### src/rtl/matmul_seq.sv
// matmul_seq: sequential N x N unsigned matrix multiply.
// Operands are latched on a valid/ready accept. One row of C is produced per
// clock, with per-element wrap or saturate reduction and a sticky overflow flag.
// The completed C is held on a valid/ready output until the consumer takes it.
module matmul_seq #(
    parameter int BITS_INDEX  = 8,
    parameter int MATRIX_SIZE = 4,
    parameter int WIDTH_V     = 128
) (
    input  logic               clk,
    input  logic               rst_n,
    input  logic               in_valid,
    output logic               in_ready,
    input  logic               mode_sat,
    input  logic [WIDTH_V-1:0] a,
    input  logic [WIDTH_V-1:0] b,
    output logic               out_valid,
    input  logic               out_ready,
    output logic [WIDTH_V-1:0] result,
    output logic               overflow,
    output logic               busy
);

    localparam int N     = MATRIX_SIZE;
    localparam int NN    = N * N;
    localparam int ACC_W = 2 * BITS_INDEX + $clog2(N);
    localparam int ROW_W = $clog2(N);
    localparam int IDX_W = $clog2(NN);
    localparam logic [ACC_W-1:0] MAX_ELEM = ACC_W'({BITS_INDEX{1'b1}});

    if (WIDTH_V != BITS_INDEX * MATRIX_SIZE * MATRIX_SIZE) begin : g_bad_width
        $error("matmul_seq: WIDTH_V must equal BITS_INDEX*MATRIX_SIZE*MATRIX_SIZE");
    end

    typedef logic [BITS_INDEX-1:0] elem_t;
    typedef enum logic [1:0] {S_IDLE, S_COMPUTE, S_DONE} state_t;

    // Flat element index of (row, col) in row-major order.
    function automatic logic [IDX_W-1:0] elem_idx(input int r, input int c);
        return IDX_W'(r * N + c);
    endfunction

    // Reduce a full-precision dot product to one element: wrap or clamp.
    function automatic elem_t reduce_sum(input logic [ACC_W-1:0] s, input logic sat);
        if (sat && (s > MAX_ELEM)) begin
            return '1;
        end
        return s[BITS_INDEX-1:0];
    endfunction

    elem_t            a_el [NN];
    elem_t            b_el [NN];
    elem_t            a_q  [NN];
    elem_t            b_q  [NN];
    elem_t            c_q  [NN];
    elem_t            row_res_d [N];
    logic             row_ovf_d;
    logic [ACC_W-1:0] acc_d;
    logic [ROW_W-1:0] row_q;
    logic             mode_q;
    logic             ovf_q;
    logic             in_ready_q;
    logic             out_valid_q;
    logic             busy_q;
    state_t           state_q;

    // Element 0 sits in the MSBs of each packed vector.
    for (genvar i = 0; i < NN; i++) begin : g_pack
        assign a_el[i] = a[BITS_INDEX*(NN-i)-1 -: BITS_INDEX];
        assign b_el[i] = b[BITS_INDEX*(NN-i)-1 -: BITS_INDEX];
        assign result[BITS_INDEX*(NN-i)-1 -: BITS_INDEX] = c_q[i];
    end

    // Full-width dot products for the current row, reduced per element.
    always_comb begin
        row_ovf_d = 1'b0;
        acc_d     = '0;
        for (int j = 0; j < N; j++) begin
            acc_d = '0;
            for (int k = 0; k < N; k++) begin
                acc_d = acc_d + (ACC_W'(a_q[elem_idx(int'(row_q), k)]) *
                                 ACC_W'(b_q[elem_idx(k, j)]));
            end
            row_res_d[j] = reduce_sum(acc_d, mode_q);
            if (acc_d > MAX_ELEM) begin
                row_ovf_d = 1'b1;
            end
        end
    end

    // Control FSM with registered handshake outputs and operand/result storage.
    always_ff @(posedge clk) begin
        if (!rst_n) begin
            state_q     <= S_IDLE;
            row_q       <= '0;
            mode_q      <= 1'b0;
            ovf_q       <= 1'b0;
            in_ready_q  <= 1'b1;
            out_valid_q <= 1'b0;
            busy_q      <= 1'b0;
            for (int i = 0; i < NN; i++) begin
                a_q[i] <= '0;
                b_q[i] <= '0;
                c_q[i] <= '0;
            end
        end else begin
            case (state_q)
                S_IDLE: begin
                    if (in_valid) begin
                        for (int i = 0; i < NN; i++) begin
                            a_q[i] <= a_el[i];
                            b_q[i] <= b_el[i];
                        end
                        mode_q     <= mode_sat;
                        ovf_q      <= 1'b0;
                        row_q      <= '0;
                        in_ready_q <= 1'b0;
                        busy_q     <= 1'b1;
                        state_q    <= S_COMPUTE;
                    end
                end
                S_COMPUTE: begin
                    for (int j = 0; j < N; j++) begin
                        c_q[elem_idx(int'(row_q), j)] <= row_res_d[j];
                    end
                    ovf_q <= ovf_q | row_ovf_d;
                    if (row_q == ROW_W'(N - 1)) begin
                        row_q       <= '0;
                        busy_q      <= 1'b0;
                        out_valid_q <= 1'b1;
                        state_q     <= S_DONE;
                    end else begin
                        row_q <= row_q + ROW_W'(1);
                    end
                end
                S_DONE: begin
                    if (out_ready) begin
                        out_valid_q <= 1'b0;
                        in_ready_q  <= 1'b1;
                        state_q     <= S_IDLE;
                    end
                end
                default: begin
                    state_q     <= S_IDLE;
                    in_ready_q  <= 1'b1;
                    out_valid_q <= 1'b0;
                    busy_q      <= 1'b0;
                end
            endcase
        end
    end

    assign in_ready  = in_ready_q;
    assign out_valid = out_valid_q;
    assign overflow  = ovf_q;
    assign busy      = busy_q;

endmodule

### config.mk
export PLATFORM = sky130hd
export DESIGN_NAME = matmul_seq
export DESIGN_NICKNAME = d
export VERILOG_FILES = /design/src/rtl/matmul_seq.sv
export SDC_FILE = /design/constraint.sdc
export NUM_CORES = 2
export LEC_CHECK = 0
export ABC_CLOCK_PERIOD_IN_PS = 27300
export BUFFER_PORTS_ARGS = -buffer_cell sky130_fd_sc_hd__buf_4
export CAP_MARGIN = 20
export CORE_ASPECT_RATIO = 0.6
export CORE_MARGIN = 10
export CORE_UTILIZATION = 50
export DETAILED_ROUTE_END_ITERATION = 6
export PLACE_DENSITY = 0.69
export RECOVER_POWER = 25
export SYNTH_ARGS = -nofsm -noshare
export SYNTH_HDL_FRONTEND = slang
export SYNTH_SLANG_ARGS = --single-unit
### constraint.sdc
create_clock -name clk -period 27.3 [get_ports clk]
set_input_delay 0 -clock clk [delete_from_list [all_inputs] [get_ports clk]]
set_output_delay 0 -clock clk [all_outputs]
set_load 0.05 [all_outputs]
==> flow_metrics.tcl <==
set metrics [dict create \
    status "complete, but fails checks" \
    failed_checks "max-capacitance violations, max-slew violations" \
    slew_headroom_pct -146 \
    clk_latency_ns 0.61 \
    crit_path_start_kind "flop" \
    drtIter0Drc 2610 \
    synth_ff_type "edfxtp_1" \
    power_density_nw_per_um2 120 \
    cp_data_required_time_ns 27.62 \
    tritoncts "yes" \
    use_met2_pct 42.1 \
    seq_power_share_pct 10.9 \
    wl_per_cell_um 20.3 \
    synth-edff-count 384 \
    area_growth_pct 15.1 \
    cp-end-kind "flop" \
    antenna_found_initial 26 \
    top_level_ports 393 \
    fmax_mhz 103 \
    vias 36800 \
    yosys.area_share.simple_pct 15.5 \
    seq_area_frac_synth_pct 22.3 \
    dp.cells 6745 \
    grt_max_degree 124 \
    crit_family "adder cells" \
    synth_area_leaders "fa_1, edfxtp_1, ha_1" \
    pwr-share-clk_pct 7.7 \
    place_hpwl_mm 111 \
    cp_slowest_stage_delay_ns 0.89 \
    numClockSinks 395 \
    dr.pass1.iters 7 \
    cts_hold_buf 284 \
    cts-htree-levels 2 \
    cts_buffers 41 \
    wirelength_mm 145 \
    drc_errors 0 \
    fin_worst_skew_ns 0.0375 \
    grt_overflow 0 \
    instances_no_fill 7116 \
    synth_mux_area_share_pct 1.52 \
    nNetsFinal 7341 \
    switching_share_pct 52.7 \
    period_share_pct 35.7 \
    ctsResizeCount 0 \
    vias_per_cell 5.17 \
    die_area_sq_um 119000 \
    synth-async-reset-ratio_pct 0 \
    p_switching_w 0.00382 \
    hp-class "in2reg" \
    ys_ff_latch 395 \
    report.power.total_w 0.00726 \
    gp_congestion 0.869 \
    worstMarginPinSlew_ns 3.69 \
    vdd_drop_max_mv 0.196 \
    finish.utilization_pct 57.9 \
    busiest_layer "met2" \
    grt_pass1_vias 40800 \
    layout_commonest_cell "inv_1" \
    crit_type "reg2reg" \
    io_buffer_count 392 \
    gr-usage-met1_pct 30.4 \
    comb_power_share_pct 81.4 \
    yosysUniqueCellTypes 73 \
    post_cts_buffers 0 \
    fp-row-count 92 \
    root_buffer "clkbuf_16" \
    arrival_ns 10.05 \
    netlist_instances 5087 \
    grt_pass1_wl_mm 227 \
    whs_ns 0.231 \
    synth_fp_nets 6764 \
    yosysWarnings 0 \
    yosysTopAreaCell "fa_1" \
    grtUsageTotal_pct 24.3 \
    synthAdderAreaFrac_pct 46.3 \
    drv_slew 216 \
    synth-compound-area-share_pct 3.33 \
    crit_path_frequent_cell "fa_1" \
    max_cap_viol_count 3 \
    grt_util_met3_pct 3.94 \
    final_cell_mix "inv_1, fa_1, and2_1" \
    ant_nets 0 \
    synth_top_family_by_area "adder cells" \
    rsz0062_at_grt "no" \
    worst-path-max-fanout 32 \
    synth_top_area_share_pct 34.0 \
    p_leak_nw 30.2 \
    hold_viol 0 \
    clk_pin_slew_ns 0.07 \
    core_sq_um 105000 \
    synth_area_sq_um 52800 \
    postSynthAreaPerCell_sq_um 10.4 \
    clock_path_buffers 3 \
    synth_xor_area_share_pct 0.690 \
    slowest_stage "mux4_2" \
    die_x_um 439 \
    p_int_w 0.00344 \
    finalSetupViolCount 0 \
    crit_buf_inv 4 \
    period_minus_slack_ns 9.74 \
    die_h_um 272 \
    crit_chain "buf_4 -> mux4_2 -> nand2_1 -> fa_1 -> inv_1 -> fa_1 -> inv_1 -> fa_1 -> fa_1 -> inv_1 -> fa_1 -> fa_1 -> fa_1 -> fa_1 -> ha_1 -> a211o_1 -> o21bai_1 -> a2111oi_2 -> o21ai_0 -> a2111oi_1 -> a41oi_1 -> nor2_1 -> nor2_1" \
    finalSetupTns_ns 0 \
    start_util_pct 50.3 \
    drive_gt1_share_pct 7.20 \
]
==> metrics by stage <==
step / area (sq um) / setup slack [ns]
final: 60700 / 17.56
after global routing: 60700 / 17.05
after detailed placement: 57100 / 17.24
after global placement: 57100 / 17.37
after CTS: 61200 / 17.18
after floorplan: 52800 / 7.57
==> per-layer routing <==
| layer | part of all wire (%) | wire length [um] |
|---|---|---|
| met4 | 3.8 | 5420 |
| met3 | 6.3 | 9110 |
| met2 | 51 | 73000 |
| met1 | 39 | 57000 |
| met5 | 0.014 | 20 |
==> area by class of cell <==
| cell class | instances | area, sq um |
|---|---|---|
| clock buffer | 57 | 1140 |
| sequential | 395 | 11800 |
| clock inverter | 17 | 139 |
| tap | 1410 | 1760 |
| multi-input combinational | 3250 | 35600 |
| fill | 8814 | 44100 |
| timing repair buffer | 716 | 5630 |
| inverter | 1260 | 4730 |
| antenna | 11 | 27.5 |
==> cell usage after synthesis (all sizes together), types with 3 or more instances <==
| cell type | n |
|---|---|
| inv | 1260 |
| fa | 896 |
| and2 | 790 |
| ha | 520 |
| edfxtp | 384 |
| nand2 | 360 |
| clkbuf | 170 |
| and3 | 166 |
| a21oi | 100 |
| nor2 | 88 |
| a211oi | 45 |
| mux4 | 32 |
| o21ai | 29 |
| xnor2 | 28 |
| nand3 | 15 |
| a21o | 13 |
| buf | 12 |
| nand2b | 12 |
| nor2b | 12 |
| nor3 | 12 |
| dfxtp | 11 |
| xor2 | 11 |
| o21bai | 10 |
| o211ai | 8 |
| a2111oi | 7 |
| mux2i | 7 |
| a31oi | 6 |
| nand4 | 6 |
| o21a | 6 |
| or2 | 6 |
| a211o | 5 |
| nor4 | 5 |
| and4 | 4 |
| o211a | 4 |
| o22ai | 4 |
| o221ai | 3 |
| or3 | 3 |
==> power by group through the flow <==
stage                     Clock (W)  Combinational [W]  Sequential, W
final                      0.000561            0.00591       0.000788
after floorplan                   0            0.00434       0.000861
after global placement            0            0.00577       0.000801
after detailed placement          0            0.00587       0.000801
after CTS                  0.000571            0.00595       0.000789
after global routing       0.000595            0.00667       0.000794
==> sequential cells by signal, summed over array words and instances (netlist names), named ones only <==
register and flops:
b_q 128, c_q 128, out_valid 1, busy 1, overflow 1, mode_q 1, in_ready 1, state_q 2
row_q 2, a_q 128
==> worst min-delay path, stage by stage <==
cell	delay [ns]
dlygate4sd3_1	0.53
buf_4	0.10
and2_1	0.11
==> logic make-up after synthesis <==
| family | count (synthesis) |
|---|---|
| flip-flops | 395 |
| adder cells (fa/ha/maj) | 1416 |
| AND/OR/NAND/NOR | 1487 |
| AO/OA/AOI/OAI | 267 |
| multiplexers | 40 |
| buffers and inverters | 1442 |
| XOR/XNOR | 40 |
==> worst paths after layout <==
kind	slack [ns]	cells past startpoint	end	start
max reg2reg	17.56	23	c_q[7][7]	row_q[1]
min	0.23	3	a_q[13][1]	a[17]
max	17.56	23	c_q[7][7]	row_q[1]
min reg2reg	0.56	4	overflow	overflow
(Power assumes the default switching activity.)
